$ cat config.mk
export PLATFORM = sky130hd
export DESIGN_NAME = fetch
export DESIGN_NICKNAME = d
export VERILOG_FILES = /design/src/rtl/fetch_pkg.sv /design/src/rtl/fetch_queue.sv /design/src/rtl/fetch.sv
export SDC_FILE = /design/constraint.sdc
export NUM_CORES = 1
export LEC_CHECK = 0
export BUFFER_PORTS_ARGS = -buffer_cell sky130_fd_sc_hd__buf_2
export CAP_MARGIN = 25
export CORE_MARGIN = 3
export CORE_UTILIZATION = 52
export CTS_CLUSTER_DIAMETER = 30
export CTS_CLUSTER_SIZE = 14
export DETAILED_ROUTE_END_ITERATION = 10
export PLACE_DENSITY = 0.75
export SLEW_MARGIN = 25
export SYNTH_ARGS = -nofsm -noshare
export SYNTH_HDL_FRONTEND = slang
export SYNTH_SLANG_ARGS = --single-unit
$ cat constraint.sdc
create_clock -name clk -period 3 [get_ports clk]
set_clock_uncertainty 0.15 [all_clocks]
set_input_delay 0.3 -clock clk [delete_from_list [all_inputs] [get_ports clk]]
set_output_delay 0.3 -clock clk [all_outputs]
set_load 0.02 [all_outputs]
$ cat src/rtl/fetch_pkg.sv
// -----------------------------------------------------------------------------
// fetch_pkg
// Shared definitions for the instruction fetch front end.
//   FETCH_I_WIDTH  - default instruction width
//   FETCH_IA_WIDTH - default instruction address width
//   fetch_entry_s  - one queued instruction: its fetch address plus the word
// -----------------------------------------------------------------------------
package fetch_pkg;

    localparam int unsigned FETCH_I_WIDTH  = 12;
    localparam int unsigned FETCH_IA_WIDTH = 8;
    localparam int unsigned FETCH_DEPTH    = 4;

    typedef struct packed {
        logic [FETCH_IA_WIDTH-1:0] addr;
        logic [FETCH_I_WIDTH-1:0]  instr;
    } fetch_entry_s;

    // Packs an address/instruction pair in the same {addr, instr} order used
    // by the queue storage.
    function automatic fetch_entry_s fetch_entry_make(
        input logic [FETCH_IA_WIDTH-1:0] addr,
        input logic [FETCH_I_WIDTH-1:0]  instr
    );
        fetch_entry_s e;
        e.addr  = addr;
        e.instr = instr;
        return e;
    endfunction

endpackage

$ cat src/rtl/fetch_queue.sv
// -----------------------------------------------------------------------------
// fetch_queue
// Circular buffer of fetched instructions with push, pop and flush.
// Ports:
//   i_clk    - clock
//   i_rst    - asynchronous active-high reset; clears pointers, count, storage
//   i_push   - write i_data at the tail
//   i_data   - entry to write
//   i_pop    - advance the head; ignored while empty
//   i_flush  - empty the queue; overrides push and pop
//   o_head   - entry at the head
//   o_count  - current occupancy
// -----------------------------------------------------------------------------
module fetch_queue
    import fetch_pkg::*;
#(
    parameter int unsigned WIDTH = FETCH_IA_WIDTH + FETCH_I_WIDTH,
    parameter int unsigned DEPTH = FETCH_DEPTH
) (
    input  logic                     i_clk,
    input  logic                     i_rst,
    input  logic                     i_push,
    input  logic [WIDTH-1:0]         i_data,
    input  logic                     i_pop,
    input  logic                     i_flush,
    output logic [WIDTH-1:0]         o_head,
    output logic [$clog2(DEPTH):0]   o_count
);

    localparam int unsigned PW = $clog2(DEPTH);
    localparam int unsigned CW = PW + 1;

    logic [WIDTH-1:0] r_mem [DEPTH];
    logic [PW-1:0]    r_head;
    logic [PW-1:0]    r_tail;
    logic [CW-1:0]    r_count;
    logic             w_do_pop;

    assign w_do_pop = i_pop && (r_count != '0);

    // DEPTH is a power of two, so pointer wrap is the natural PW-bit overflow.
    always_ff @(posedge i_clk or posedge i_rst) begin
        if (i_rst) begin
            r_head  <= '0;
            r_tail  <= '0;
            r_count <= '0;
            for (int i = 0; i < int'(DEPTH); i++) begin
                r_mem[i] <= '0;
            end
        end else if (i_flush) begin
            // Storage is left as-is; only the bookkeeping is reset.
            r_head  <= '0;
            r_tail  <= '0;
            r_count <= '0;
        end else begin
            if (i_push) begin
                r_mem[r_tail] <= i_data;
                r_tail        <= r_tail + 1'b1;
            end
            if (w_do_pop) begin
                r_head <= r_head + 1'b1;
            end
            case ({i_push, w_do_pop})
                2'b10:   r_count <= r_count + 1'b1;
                2'b01:   r_count <= r_count - 1'b1;
                default: r_count <= r_count;
            endcase
        end
    end

    assign o_head  = r_mem[r_head];
    assign o_count = r_count;

endmodule

$ cat src/rtl/fetch.sv
// -----------------------------------------------------------------------------
// fetch
// Instruction fetch front end: owns the PC, issues one read per cycle to a
// 1-cycle-latency instruction memory and queues the returned words.
// Ports:
//   clk                 - clock
//   reset_i             - asynchronous active-high reset
//   deque_i             - backend pops the head entry (ignored while empty)
//   restart_i           - redirect: flush queue, drop in-flight read, load PC
//   restart_addr_i      - redirect target
//   imem_req_o          - read request this cycle
//   imem_addr_o         - read address (the PC)
//   imem_data_i         - read data, valid the cycle after the request
//   instruction_data_o  - head-entry instruction
//   instruction_addr_o  - head-entry address
//   instruction_ready_o - queue non-empty
//   count_o             - queue occupancy
// -----------------------------------------------------------------------------
module fetch
    import fetch_pkg::*;
#(
    parameter int unsigned I_WIDTH  = FETCH_I_WIDTH,
    parameter int unsigned IA_WIDTH = FETCH_IA_WIDTH,
    parameter int unsigned DEPTH    = FETCH_DEPTH
) (
    input  logic                    clk,
    input  logic                    reset_i,
    input  logic                    deque_i,
    input  logic                    restart_i,
    input  logic [IA_WIDTH-1:0]     restart_addr_i,
    output logic                    imem_req_o,
    output logic [IA_WIDTH-1:0]     imem_addr_o,
    input  logic [I_WIDTH-1:0]      imem_data_i,
    output logic [I_WIDTH-1:0]      instruction_data_o,
    output logic [IA_WIDTH-1:0]     instruction_addr_o,
    output logic                    instruction_ready_o,
    output logic [$clog2(DEPTH):0]  count_o
);

    localparam int unsigned CW = $clog2(DEPTH) + 1;
    localparam int unsigned EW = IA_WIDTH + I_WIDTH;

    logic [IA_WIDTH-1:0] r_pc;
    logic                r_pending;
    logic [IA_WIDTH-1:0] r_pending_addr;

    logic                w_issue;
    logic                w_push;
    logic [CW-1:0]       w_count;
    logic [CW:0]         w_inflight;
    logic [EW-1:0]       w_push_data;
    logic [EW-1:0]       w_head;

    // Counting the in-flight read reserves its slot, so the queue never overflows.
    assign w_inflight = {1'b0, w_count} + {{CW{1'b0}}, r_pending};
    assign w_issue    = !reset_i && !restart_i && (w_inflight < (CW+1)'(DEPTH));

    // A read still in flight during a restart belongs to the old stream.
    assign w_push      = r_pending && !restart_i;
    assign w_push_data = {r_pending_addr, imem_data_i};

    always_ff @(posedge clk or posedge reset_i) begin
        if (reset_i) begin
            r_pc           <= '0;
            r_pending      <= 1'b0;
            r_pending_addr <= '0;
        end else if (restart_i) begin
            r_pc      <= restart_addr_i;
            r_pending <= 1'b0;
        end else if (w_issue) begin
            r_pending      <= 1'b1;
            r_pending_addr <= r_pc;
            r_pc           <= r_pc + 1'b1;
        end else begin
            r_pending <= 1'b0;
        end
    end

    fetch_queue #(
        .WIDTH (EW),
        .DEPTH (DEPTH)
    ) u_queue (
        .i_clk   (clk),
        .i_rst   (reset_i),
        .i_push  (w_push),
        .i_data  (w_push_data),
        .i_pop   (deque_i),
        .i_flush (restart_i),
        .o_head  (w_head),
        .o_count (w_count)
    );

    assign imem_req_o          = w_issue;
    assign imem_addr_o         = r_pc;
    assign instruction_addr_o  = w_head[EW-1:I_WIDTH];
    assign instruction_data_o  = w_head[I_WIDTH-1:0];
    assign instruction_ready_o = (w_count != '0);
    assign count_o             = w_count;

endmodule

==> results.sh <==
export IMPL_ioPinCount=57
export IMPL_clock_sinks=104
export IMPL_powerDensity_nw_per_um2=852.0
export IMPL_final_area_um2=5286
export IMPL_cpPeakStageDelay_ns=0.80
export IMPL_start_kind="register"
export IMPL_antenna_found_initial=0
export IMPL_placed_cell_area_um2=5079
export IMPL_rsz0062_at_grt="false"
export IMPL_antennaDiodeCount=0
export IMPL_synth_fa_ha_area_share_pct=1.751
export IMPL_hold_class="input port to register"
export IMPL_finalSetupTns_ns=0
export IMPL_ant_nets=0
export IMPL_fin_util_pct=60.32
export IMPL_clock_latency_ns=0.35
export IMPL_multiInputGateArea_um2=1961
export IMPL_vias=2813
export IMPL_fin_cells=491
export IMPL_ctsLongestPathBuffers=2
export IMPL_synth_top_family_by_area="multiplexers"
export IMPL_cp_required_ns=2.55
export IMPL_final_cell_mix="dfrtp_1, mux2_2, buf_2"
export IMPL_maxSlewViolCount=0
export IMPL_ys_seq_area_share_pct=55.17
export IMPL_cts_resized=0
export IMPL_hold_viol=0
export IMPL_hp_start="restart_addr_i[6]"
export IMPL_overflow=0
export IMPL_synthesis_instances=319
export IMPL_path_cells="buf_4, mux4_2, buf_2"
export IMPL_die_area_um2=10250
export IMPL_synth_compound_area_share_pct=2.891
export IMPL_rr_worst_depth=7
export IMPL_wl_per_cell_um=17.08
export IMPL_slew_headroom_pct=53.58
export IMPL_crit_type="register to output pin"
export IMPL_drt_wl_total_um=8387
export IMPL_fmax_mhz=412.0
export IMPL_drive_gt1_share_pct=48.56
export IMPL_place_inst=474
export IMPL_setup_viol=0
export IMPL_status="finished, final reports clean"
export IMPL_rows=34
export IMPL_r2r_start="u_queue.o_count[0]"
export IMPL_root_buffer="clkbuf_8"
export IMPL_finalWorstPathRequiredPeriod_ns=2.427
export IMPL_synthXorXnorAreaFrac_pct=1.114
export IMPL_final_nets=409
export IMPL_drtPass1Iterations=4
export IMPL_track_usage_pct=17.74
export IMPL_hpwlAfterDp_um=5532
export IMPL_io_buffers=56
export IMPL_grt_pass1_vias=2840
export IMPL_worst_path_max_fanout=13
export IMPL_fillers=732
export IMPL_cts_buffers=9
export IMPL_worstPathArrival_ns=1.98
export IMPL_grt_pass1_wl_um=14200
export IMPL_gp_congestion=0.8195
export IMPL_tightest_slew_ns=0.6963
export IMPL_final_common_cell="dfrtp_1"
export IMPL_syn2layout_area_growth_pct=12.07
export IMPL_netlist_area_um2=4717
export IMPL_tritoncts="done"
export IMPL_synthSimpleGateAreaFrac_pct=6.525
export IMPL_grt_max_degree=70
export IMPL_drc=0
export IMPL_period_share_pct=80.90
export IMPL_ir_drop_mv=0.5938
export IMPL_initial_core_util_pct=53.83
export IMPL_maxCapViolCount=0
export IMPL_clk_pin_slew_ns=0.09
export IMPL_detail_route_vias_per_cell=5.729
export IMPL_hold_end="imem_addr_o[6]"
export IMPL_synthMuxAreaShare_pct=29.28
export IMPL_coreArea_um2=8763
export IMPL_yosysUniqueCellTypes=39
export IMPL_cts_htree_levels=3
export IMPL_setup_ws_ns=0.5729
export IMPL_die_h_um=101.2
export IMPL_ff_latch_area_um2=2603
export IMPL_place_ws_ns=0.6333
export IMPL_crit_path_end_kind="output pin"
export IMPL_total_leakage_power_nw=2.572
export IMPL_min_path_cells=2
export IMPL_die_w_um=101.2
export IMPL_ys_seq_elements=104
export IMPL_drt_iter0_markers=106
export IMPL_r2r_end="u_queue.o_count[2]"
export IMPL_cpMaxStageDelayCell="dfrtp_1"
export IMPL_synth_warnings=0
export IMPL_r2r_slack_ns=0.63
export IMPL_syn_avg_cell_area_um2=14.79
export IMPL_synth_nets=349
-- power breakdown --
group          total (mW)  switching, mW  internal (mW)
registers            2.07          0.281           1.79
clock network       0.832          0.429          0.404
logic                1.60          0.785          0.815
-- state kept, by name, indices dropped and copies added, names as in the netlist --
signal and cells:
u_queue.r_head 2, u_queue.o_count 3, r_pending_addr 8, r_pending 1, imem_addr_o 8, u_queue.r_tail 2, u_queue.r_mem 80
-- area by class of cell --
type	count	share of cell area [%]
clock buffers	12	2.746
well taps	108	2.556
inverters	5	0.5207
repair buffers	66	7.053
clock inverters	3	0.8047
multi-input cells	193	37.09
flip-flops and latches	104	49.23
-- routing by layer --
| metal | GRT usage [%] | up-vias | share of wire (%) |
|---|---|---|---|
| li1 | - | 1276 | - |
| met1 | 24.12 | 1448 | 45 |
| met2 | 28.72 | 83 | 49 |
| met3 | 4.545 | 6 | 5.0 |
| met4 | 4.601 | 0 | 0.86 |
| met5 | 0 | - | 0 |
-- cell families (layout without fill, tap and decap cells) --
logic type / count (synthesis) / in the layout
flops: 104 / 104
mux: 103 / 103
simple gates: 62 / 62
buf+inv: 22 / 86
compound gates: 16 / 16
fa+ha+maj: 6 / 6
xor+xnor: 6 / 6
-- critical path: cells and delay by family (launching register included) --
| kind | cells | cell delay, ns |
|---|---|---|
| buf+inv | 2 | 0.50 |
| flops | 1 | 0.80 |
| mux | 1 | 0.33 |
-- repair_timing --
| action | in CTS | in global routing |
|---|---|---|
| buffers inserted | 0 | 0 |
| endpoints found under the hold margin | 18 | 0 |
| hold buffers | 2 | 0 |
-- synthesized netlist by cell type --
cell type,number,area [um^2]
a21o_1,3,22.52
a21oi_1,1,5.000
a221o_1,6,60.06
a22oi_1,1,7.510
a31oi_1,3,18.77
and2_1,1,6.260
and2b_2,1,8.760
and3_1,1,6.260
and4_1,1,8.760
buf_2,4,20.02
buf_4,9,67.56
buf_6,1,11.26
clkbuf_1,1,3.750
clkbuf_8,2,27.53
dfrtp_1,104,2603
fa_1,1,20.02
ha_1,5,62.56
inv_1,4,15.01
inv_6,1,8.760
mux2_2,80,900.9
mux2i_1,3,30.03
mux4_2,20,450.4
nand2_1,35,131.4
nand3_1,2,10.01
nand3_2,1,10.01
nand3b_4,1,20.02
nor2_1,8,30.03
nor2_4,1,11.26
nor2b_1,1,6.260
nor3_1,3,15.01
nor3_2,1,10.01
nor3b_1,2,15.01
nor4_1,1,6.260
o21ai_0,1,5.000
o31a_4,1,17.52
or2_2,1,6.260
or3_1,1,6.260
xnor2_1,4,35.03
xor2_1,2,17.52
-- worst max-delay path by stage --
stage	startpoint	to	cells after the start
5_1_grt	u_queue.r_head[1]	instruction_data_o[5]	3
6_report	u_queue.r_head[1]	instruction_data_o[5]	3
2_1_floorplan	u_queue.o_count[0]	u_queue.o_count[2]	7
3_5_place_dp	u_queue.o_count[0]	u_queue.o_count[2]	7
4_1_cts	u_queue.r_head[1]	instruction_data_o[5]	3
3_3_place_gp	u_queue.o_count[0]	u_queue.o_count[2]	7
-- per-stage QoR --
stage | total power, mW | hold slack [ns]
after floorplan | 3.265 | 0.2710
after global placement | 3.660 | 0.08189
after detailed placement | 3.734 | 0.09466
after CTS | 4.580 | 0.002041
after global routing | 4.796 | 0.01460
final | 4.504 | 0.02682
Note: power is estimated with default switching activity, not from simulation.
